<file path="config.mk">
export PLATFORM = sky130hd
export DESIGN_NAME = div_seq_ctrl
export DESIGN_NICKNAME = d
export VERILOG_FILES = /design/src/rtl/div_seq_ctrl.sv
export SDC_FILE = /design/constraint.sdc
export NUM_CORES = 1
export LEC_CHECK = 0
export ABC_AREA = 1
export CAP_MARGIN = 20
export CORE_MARGIN = 2
export CORE_UTILIZATION = 51
export CTS_CLUSTER_DIAMETER = 60
export DETAILED_ROUTE_END_ITERATION = 10
export GPL_TIMING_DRIVEN = 0
export MAX_ROUTING_LAYER = met4
export PLACE_DENSITY_LB_ADDON = 0.08
export SYNTH_ARGS = -nofsm -noshare
export SYNTH_HDL_FRONTEND = slang
export SYNTH_SLANG_ARGS = --single-unit
</file>
<file path="constraint.sdc">
create_clock -name clk -period 1.9 [get_ports clk]
set_clock_uncertainty 0.2 [all_clocks]
set_input_delay 0.38 -clock clk [delete_from_list [all_inputs] [get_ports clk]]
set_output_delay 0.38 -clock clk [all_outputs]
set_load 0.005 [all_outputs]
</file>
<file path="src/rtl/div_seq_ctrl.sv">
// Sequential signed restoring divider for the ALU multi-cycle path.
// Start/done handshake, registered quotient, remainder and status flags.
module div_seq_ctrl #(
  parameter int WIDTH = 6
) (
  input  logic             clk,
  input  logic             rst_n,
  input  logic             start,
  input  logic [WIDTH-1:0] a,
  input  logic [WIDTH-1:0] b,
  output logic             busy,
  output logic             done,
  output logic [WIDTH-1:0] quotient,
  output logic [WIDTH-1:0] remainder,
  output logic             div_by_zero,
  output logic             overflow
);

  localparam int CW = (WIDTH > 2) ? $clog2(WIDTH) : 1;
  localparam logic [CW-1:0] LAST = CW'(WIDTH - 1);
  localparam logic [WIDTH-1:0] MINV = {1'b1, {(WIDTH-1){1'b0}}};

  typedef enum logic [2:0] {
    IDLE,
    PREP,
    ITER,
    FIX,
    DONE
  } state_t;

  state_t state, state_nx;

  logic [WIDTH-1:0] a_r;
  logic [WIDTH-1:0] b_r;
  logic [WIDTH-1:0] dvd;
  logic [WIDTH-1:0] dsr;
  logic [WIDTH-1:0] prem;
  logic [WIDTH-1:0] qmag;
  logic [CW-1:0]    cnt;
  logic             sign_q;
  logic             sign_r;
  logic             zero_b;

  logic [WIDTH-1:0] a_abs;
  logic [WIDTH-1:0] b_abs;
  logic [WIDTH:0]   shifted;
  logic [WIDTH:0]   trial;
  logic [WIDTH-1:0] q_fix;
  logic [WIDTH-1:0] r_fix;
  logic             ovf;
  logic             last;

  // State register
  always_ff @(posedge clk or negedge rst_n) begin
    if (!rst_n) state <= IDLE;
    else        state <= state_nx;
  end

  // Next-state decode; a zero divisor skips the iterations
  // and still finishes through FIX
  always_comb begin
    state_nx = state;
    unique case (state)
      IDLE: if (start) state_nx = PREP;
      PREP: state_nx = zero_in() ? FIX : ITER;
      ITER: if (last) state_nx = FIX;
      FIX:  state_nx = DONE;
      DONE: state_nx = IDLE;
      default: state_nx = IDLE;
    endcase
  end

  function automatic logic zero_in();
    return (b_r == '0);
  endfunction

  // Operand magnitudes, trial subtraction and sign fix-up
  always_comb begin
    a_abs   = a_r[WIDTH-1] ? (~a_r + 1'b1) : a_r;
    b_abs   = b_r[WIDTH-1] ? (~b_r + 1'b1) : b_r;
    shifted = {prem, dvd[WIDTH-1]};
    trial   = shifted - {1'b0, dsr};
    q_fix   = sign_q ? (~qmag + 1'b1) : qmag;
    r_fix   = sign_r ? (~prem + 1'b1) : prem;
    ovf     = (a_r == MINV) && (b_r == '1);
    last    = (cnt == LAST);
  end

  // Datapath registers and result outputs
  always_ff @(posedge clk or negedge rst_n) begin
    if (!rst_n) begin
      a_r         <= '0;
      b_r         <= '0;
      dvd         <= '0;
      dsr         <= '0;
      prem        <= '0;
      qmag        <= '0;
      cnt         <= '0;
      sign_q      <= 1'b0;
      sign_r      <= 1'b0;
      zero_b      <= 1'b0;
      quotient    <= '0;
      remainder   <= '0;
      div_by_zero <= 1'b0;
      overflow    <= 1'b0;
    end else begin
      unique case (state)
        IDLE: begin
          if (start) begin
            a_r         <= a;
            b_r         <= b;
            div_by_zero <= 1'b0;
            overflow    <= 1'b0;
          end
        end
        PREP: begin
          dvd    <= a_abs;
          dsr    <= b_abs;
          sign_q <= a_r[WIDTH-1] ^ b_r[WIDTH-1];
          sign_r <= a_r[WIDTH-1];
          zero_b <= zero_in();
          prem   <= '0;
          cnt    <= '0;
        end
        ITER: begin
          dvd  <= {dvd[WIDTH-2:0], 1'b0};
          prem <= trial[WIDTH] ? shifted[WIDTH-1:0]
                               : trial[WIDTH-1:0];
          qmag <= {qmag[WIDTH-2:0], ~trial[WIDTH]};
          cnt  <= cnt + 1'b1;
        end
        FIX: begin
          if (zero_b) begin
            quotient    <= '0;
            remainder   <= a_r;
            div_by_zero <= 1'b1;
            overflow    <= 1'b0;
          end else begin
            quotient    <= q_fix;
            remainder   <= r_fix;
            div_by_zero <= 1'b0;
            overflow    <= ovf;
          end
        end
        default: ;
      endcase
    end
  end

  // Registered handshake outputs derived from the next state
  always_ff @(posedge clk or negedge rst_n) begin
    if (!rst_n) begin
      busy <= 1'b0;
      done <= 1'b0;
    end else begin
      busy <= (state_nx == PREP) || (state_nx == ITER) ||
              (state_nx == FIX);
      done <= (state_nx == DONE);
    end
  end

endmodule

</file>
---- Word-level counts from Yosys, hierarchy flattened ----
Index checks and enable logic that the tools add are counted.
storage, ports and cells
  bits in registers ....................... 61
  bits in latches ......................... 0
  RAM bits ................................ 0
  bits in read-only memories .............. 0
  input port bits ......................... 15
  output and inout port bits .............. 16
  word-level logic and storage cells ...... 68
  memories kept ........................... 0
operators by class
  add/sub/neg operators ................... 6
  multipliers ............................. 0
  div/mod/pow operators ................... 0
  $lt $le $gt $ge ......................... 0
  eq/ne operators ......................... 11
  shift-type cells ........................ 0
  mux-type cells .......................... 19
  bitwise logic cells ..................... 6
  reductions and logical operators ........ 9
operator list
  kind                   count
  $mux W6                7
  $add A6 B1 Y6 const B  4
  $not A6 Y6             4
  $pmux W6 S2            2
  $eq A3 B2 Y1 const B   4
  $eq A6 B6 Y1 const B   2
  $pmux W3 S4            1
  $sub A7 B6 Y7          1
  $eq A3 B1 Y1 const B   2
  $eq A3 B3 Y1 const B   2
  $logic_not A6 Y1       1
  $mux W3                2
  $pmux W3 S2            1
  $mux W1                4
  $pmux W1 S2            2
  $reduce_and A2 Y1      2
  $reduce_bool A2 Y1     2
  $add A3 B1 Y3 const B  1
  $logic_not A3 Y1       1
  $logic_or A1 B1 Y1     2
  $ne A2 B2 Y1 const B   1
  $logic_and A1 B1 Y1    1
  $not A1 Y1             1
  $xor A1 B1 Y1          1

---- Logic depth before layout (Yosys ltp) ----
Gate-level depths: netlist of run 1.
  word-level depth ........................ 6
  depth in mapped cells ................... 13

---- Worst setup path after synthesis of run 1 ----
No wires, ideal clock.
  kind .................................... register to register
  start ................................... register dvd[5]
  end ..................................... register prem[5]
  setup time .............................. 0.117 ns
  data arrival time ....................... 1.625 ns
  data required time ...................... 1.583 ns
  slack ................................... -0.042 ns
  stages on the path, launching flop included .. 13
  path buffers ............................ 0
  clock period less this slack ............ 1.942 ns
  cell sequence ........................... dfrtp_1 -> inv_1 -> ha_1 -> inv_1 -> fa_1 -> nand2_1 -> nand2_2 -> nand3_2 -> nand3_2 -> nand2_4 -> nand2_1 -> nand3_1 -> nand2_1
on the way
  cells in the longest elaborated chain, start to end .. 3
ends and longest elaborated chain
  item                      line  source
  start: declaration        35    logic [WIDTH-1:0] dvd;
  start signal: assignment  117   dvd <= a_abs;
  start signal: assignment  126   dvd <= {dvd[WIDTH-2:0], 1'b0};
  $sub A7 B6 Y7             82    trial = shifted - {1'b0, dsr};
  $mux W6                   127   prem <= trial[WIDTH] ? shifted[WIDTH-1:0]
  $pmux W6 S2               107   unique case (state)
  end signal: assignment    127
  end: declaration          37    logic [WIDTH-1:0] prem;
No other way between the ends.
A chain may end at the register's enable or synchronous reset.

---- Final worst setup path of run 1 ----
  start ................................... register dvd[5]
  end ..................................... register prem[4]
The elaborated chain is that of the path after synthesis.

==> impl_metrics.ini, run 1 <==
[layout]
final_common_cell = nand2_1
num-fill-cells = 493
antenna_cells = 0
final_core_util_pct = 65.6
drive_gt1_share_pct = 16.3
synthToLayoutAreaGrowth_pct = 22.7
layout.nets = 449
layout_common_cells = 82 x nand2_1, 61 x dfrtp_1, 48 x inv_1, 34 x o21ai_0, 31 x nand3_1

[yosys]
synthFlopType = dfrtp_1
yosysWarnings = 0
syn_area_mm2 = 0.00320
synthesis.nets = 402
netlist_instances = 373
synthArstFlopShare_pct = 100
avgSynthCellArea_um2 = 8.59
synth_edf_count = 0
ys_ff_latch = 61
ys_seq_area_share_pct = 47.7
ys_types = 37

[floorplan]
die_h_um = 83.3
initial_utilization_pct = 53.5
die_area_mm2 = 0.00693
die_x_um = 83.3
io_pins = 31
core_mm2 = 0.00599
rows = 28

[sta]
setup_tns_ps = -402
maxSlewViolCount = 0
final-hold-violation-count = 0
relSlewSlack_pct = 51.7
max_freq_mhz = 505
timing.hold.ws_ps = 287
setup_viol = 7
worst_slack_ps = -79.4
min_period_ps = 1980
tightest_slew_ps = 724
rsz0062_at_grt = true
min_period_over_period_pct = 104

[route]
postRouteAntennaNets = 0
drt_iter0_drc = 136
wl_mm = 7.18
vias = 2620
wl_per_cell_um = 14.4
drc = 0
drt_pass1_iterations = 5
vias_per_cell = 5.26

[run_status]
violations = setup timing
status = finished, violations left

[placement]
numPortBuffers = 30
place.gp.congestion = 0.835
dp_hpwl_mm = 5.21

[cts]
clk_latency_ps = 350
cts_tree = yes
path_clk_slew_ps = 80
cts_root_buf = clkbuf_8
htree_levels = 3
clk_path_buf_depth = 2
cts_sinks = 61
cts_made_buffers = 9

[worst_hold_path]
hold_class = flop to flop
holdPathStages = 2
min_from = quotient[3]
hold_end = quotient[3]

[pwr]
pwr_density_cell_mw_per_mm2 = 1880
p_leak_nw = 1.87
vdd_drop_max_v = 0.000863

[critical_path]
critPathCaptureType = flop
crit_start = dvd[5]
critPathKind = flop to flop
path_max_fanout = 7
reg2reg_to = prem[4]
r2r_start = dvd[5]
r2r_slack_ps = -80
arrival_ps = 2020
required_ps = 1940
rr_worst_depth = 12
worst_setup_path_start_kind = flop

[global_routing]
track_usage_pct = 22.6
antenna_found_initial = 0
grt_pass1_vias = 2553
grt-ovfl-total = 0
grt_max_degree = 33
grt_first_pass_wirelength_mm = 12.1

[run]
max-cap-violations = 0
==> what timing repair did <==
item / CTS / global route
pin swaps: 5 / 6
hold buffers: 1 / 0
setup buffers: 3 / 1
gates resized for setup: 9 / 13
gates cloned: 0 / 0
setup endpoints to repair: 7 / 7
endpoints found under the hold margin: 31 / 0
==> power by group <==
group	total, mW	switching [mW]	internal, mW
clock network	1.10	0.516	0.586
logic	4.02	2.42	1.61
registers	2.28	0.420	1.86
total	7.40	3.35	4.05
==> cells in the mapped netlist, types with 5 or more instances <==
master,count,area [um^2]
nor2_1,12,45.0
xor2_1,7,61.3
buf_2,6,30.0
nand2_2,5,31.3
inv_1,50,188
o21ai_0,34,170
o21ai_1,5,25.0
nand3_1,35,175
ha_1,13,163
a21oi_1,7,35.0
dfrtp_1,61,1530
nand2_1,90,338
==> cell families after synthesis <==
family,synth area share [%]
and+or+nand+nor,22.8
AOI/OAI and AO/OA,12.9
buffers and inverters,8.48
DFF,47.7
adders and majority gates,5.70
xor gates and xnor gates,2.46
==> registers in the layout, indices dropped and copies added, names as in the netlist <==
register,count
dvd,6
dsr,6
busy,1
div_by_zero,1
done,1
remainder,6
a_r,6
state,3
quotient,6
qmag,6
zero_b,1
sign_q,1
prem,6
b_r,6
sign_r,1
overflow,1
cnt,3
==> how the worst max path moves through the flow <==
stage / end / cells after the start / slack, ps
final: prem[4] / 12 / -80
after global placement: b_r[0] / 1 / -1670
after detailed placement: prem[1] / 12 / -150
after global routing: prem[4] / 12 / -180
after floorplan: prem[1] / 12 / 40
after CTS: prem[1] / 12 / -80
==> critical path: stages (launching register included) <==
cell and delay (ps):
dfrtp_1 370, inv_2 80, ha_4 140, inv_4 30, fa_2 350, nand2_2 70, nand2_2 80, nand3_4 100
nand3_4 140, nand2_8 150, nand2_2 60, nand3_2 60, nand2_2 50
==> layer usage <==
layer  track usage, %  wire length, um
met1             30.0             3360
met2             34.5             3360
met3             3.88              296
met4             9.84              156
met5                -                0
==> metrics by stage <==
step | std cells | setup slack (ps) | total power [mW] | instance area (um^2)
after floorplan | 373 | 44.0 | 4.81 | 3210
after global placement | 478 | -1670 | 5.76 | 3610
after detailed placement | 479 | -147 | 5.86 | 3620
after CTS | 497 | -81.3 | 7.15 | 3860
after global routing | 498 | -178 | 8.06 | 3930
final | 498 | -79.4 | 7.40 | 3930
==> layout make-up <==
cell class                 count  area, um^2  share of cell area [%]
tap                           75        93.8                    2.39
buffer                         9        60.1                    1.53
timing repair buffer          36         355                    9.04
multi-input combinational    248        1500                    38.2
clock buffer                   9         124                    3.15
clock inverter                 5        53.8                    1.37
inverter                      55         214                    5.44
sequential                    61        1530                    38.8
(Power assumes the default switching activity.)
==> inputs of run 2 (changes only) <==
--- a/config.mk
+++ b/config.mk
@@ -8,7 +8,7 @@
 export ABC_AREA = 1
 export CAP_MARGIN = 20
 export CORE_MARGIN = 2
-export CORE_UTILIZATION = 51
+export CORE_UTILIZATION = 61
 export CTS_CLUSTER_DIAMETER = 60
 export DETAILED_ROUTE_END_ITERATION = 10
 export GPL_TIMING_DRIVEN = 0
==> constraint.sdc (replaced) <==
create_clock -name clk -period 2.45 [get_ports clk]
set_clock_uncertainty 0.2 [all_clocks]
set_input_delay 0.49 -clock clk [delete_from_list [all_inputs] [get_ports clk]]
set_output_delay 0.49 -clock clk [all_outputs]
set_load 0.005 [all_outputs]
==> impl_metrics.ini, run 2 (same netlist as run 1, synthesis figures left out) <==
[run_status]
status = finished, final reports clean

[sta]
max_freq_mhz = 458
setup_viol = 0
worst_slack_ps = 265
final-hold-violation-count = 0
maxSlewViolCount = 0
relSlewSlack_pct = 40.3
min_period_over_period_pct = 89.2
tightest_slew_ps = 896
min_period_ps = 2190
rsz0062_at_grt = false

[critical_path]
r2r_start = dvd[5]
arrival_ps = 2220
required_ps = 2480
critPathTopFamily = simple AND/OR/NAND/NOR gates
critPathCaptureType = flop
worst_setup_path_start_kind = flop
worst-path-stages = 12
path_max_fanout = 7
rr_worst_depth = 12
r2r_slack_ps = 260
slowest_stage = fa_1
crit_buf_inv = 2
cpMostUsedCell = nand2_1
crit_start = dvd[5]
path_cells = inv_1, ha_1, inv_1, fa_1, nand2_1, nand2_2, nand3_2, nand3_2, nand2_4, nand2_1, nand3_1, nand2_1
critPathKind = flop to flop
reg2reg_to = prem[3]
cp-endpoint = prem[3]
critPathMaxStageDelay_ps = 390

[cts]
post_cts_resize_count = 0
clk_path_buf_depth = 2
cts_tree = yes
cts_hold_buffers = 0
cts_made_buffers = 9
cts_sinks = 61
cts_root_buf = clkbuf_8
path_clk_slew_ps = 70
cts_setup_buffers = 0
clk_latency_ps = 340
htree_levels = 3

[global_routing]
antenna_found_initial = 0
grt_pass1_vias = 2565
track_usage_pct = 26.3
grt_max_degree = 40
grt-ovfl-total = 0
grt_first_pass_wirelength_mm = 11.7

[route]
drt_pass1_iterations = 7
drt_iter0_drc = 163
drc = 0
wl_mm = 6.60
postRouteAntennaNets = 0
vias = 2691
wl_per_cell_um = 13.5
vias_per_cell = 5.50

[floorplan]
rows = 26
die_area_mm2 = 0.00585
core_mm2 = 0.00507
die_x_um = 76.5
io_pins = 31
die_h_um = 76.5
initial_utilization_pct = 63.1

[placement]
place.gp.congestion = 0.868
dp_hpwl_mm = 4.97
dp_cells = 474
pre_cts_slack_ps = 300
numPortBuffers = 30

[layout]
drive_gt1_share_pct = 11.9
layout_common_cells = 90 x nand2_1, 61 x dfrtp_1, 50 x inv_1, 35 x nand3_1, 34 x o21ai_0
antenna_cells = 0
multi_input_area_mm2 = 0.00141
num-fill-cells = 400
regArea_mm2 = 0.00153
synthToLayoutAreaGrowth_pct = 19.0
layout.cells.non_filler = 489
final_common_cell = nand2_1
layout.nets = 444

[pwr]
p_leak_nw = 1.84
pwr_density_cell_mw_per_mm2 = 1420
vdd_drop_max_v = 0.000780

[run]
max-cap-violations = 0

[worst_hold_path]
hold_class = input port to asynchronous set/reset pin
## run 2: worst min-delay path by stage
stage                start           to  slack (ps)  cells after the start
floorplan            rst_n       a_r[0]          -6                      0
global placement    dsr[3]       dsr[3]         270                      2
detailed placement  dsr[2]       dsr[2]         270                      2
CTS                  rst_n  quotient[5]         100                      1
global route         rst_n      qmag[5]         160                      1
finish               rst_n  quotient[5]          70                      1
## run 2: power by group
| part | switching [mW] | internal [mW] |
|---|---|---|
| registers | 0.317 | 1.44 |
| logic | 1.65 | 1.10 |
| clock network | 0.388 | 0.516 |
## run 2: cell type report
type	count	area share (%)
multi-input cells	248	36.9
well taps	70	2.30
repair buffers	31	8.47
inverters	55	5.55
flip-flops and latches	61	40.0
plain buffers	9	1.58
clock buffers	11	3.97
clock inverters	4	1.25
## run 2: routing by layer
layer,global-route usage (%),up-vias,routed length [um]
li1,-,1308,-
met1,34.1,1285,3070
met2,40.2,84,3060
met3,4.27,14,297
met4,13.3,0,177
met5,-,-,0
## run 2: per-stage QoR
step                      setup TNS (ps)  area [um^2]  total power [mW]  utilization, %  hold WS (ps)
after floorplan                        0         3200              3.71               -         -5.59
after global placement            -69460         3590              4.40            70.8           269
after detailed placement               0         3610              4.49            71.2           274
after CTS                              0         3810              5.43            75.1           100
after global routing                   0         3810              5.92            75.1           163
final                                  0         3810              5.42            75.1          70.2
==> inputs of run 3 (changes only) <==
--- a/config.mk
+++ b/config.mk
@@ -17,3 +17,4 @@
 export SYNTH_ARGS = -nofsm -noshare
 export SYNTH_HDL_FRONTEND = slang
 export SYNTH_SLANG_ARGS = --single-unit
+export TNS_END_PERCENT = 20
==> results of run 3 <==
No change in the layout: final DEF, timing and power equal those of run 2.
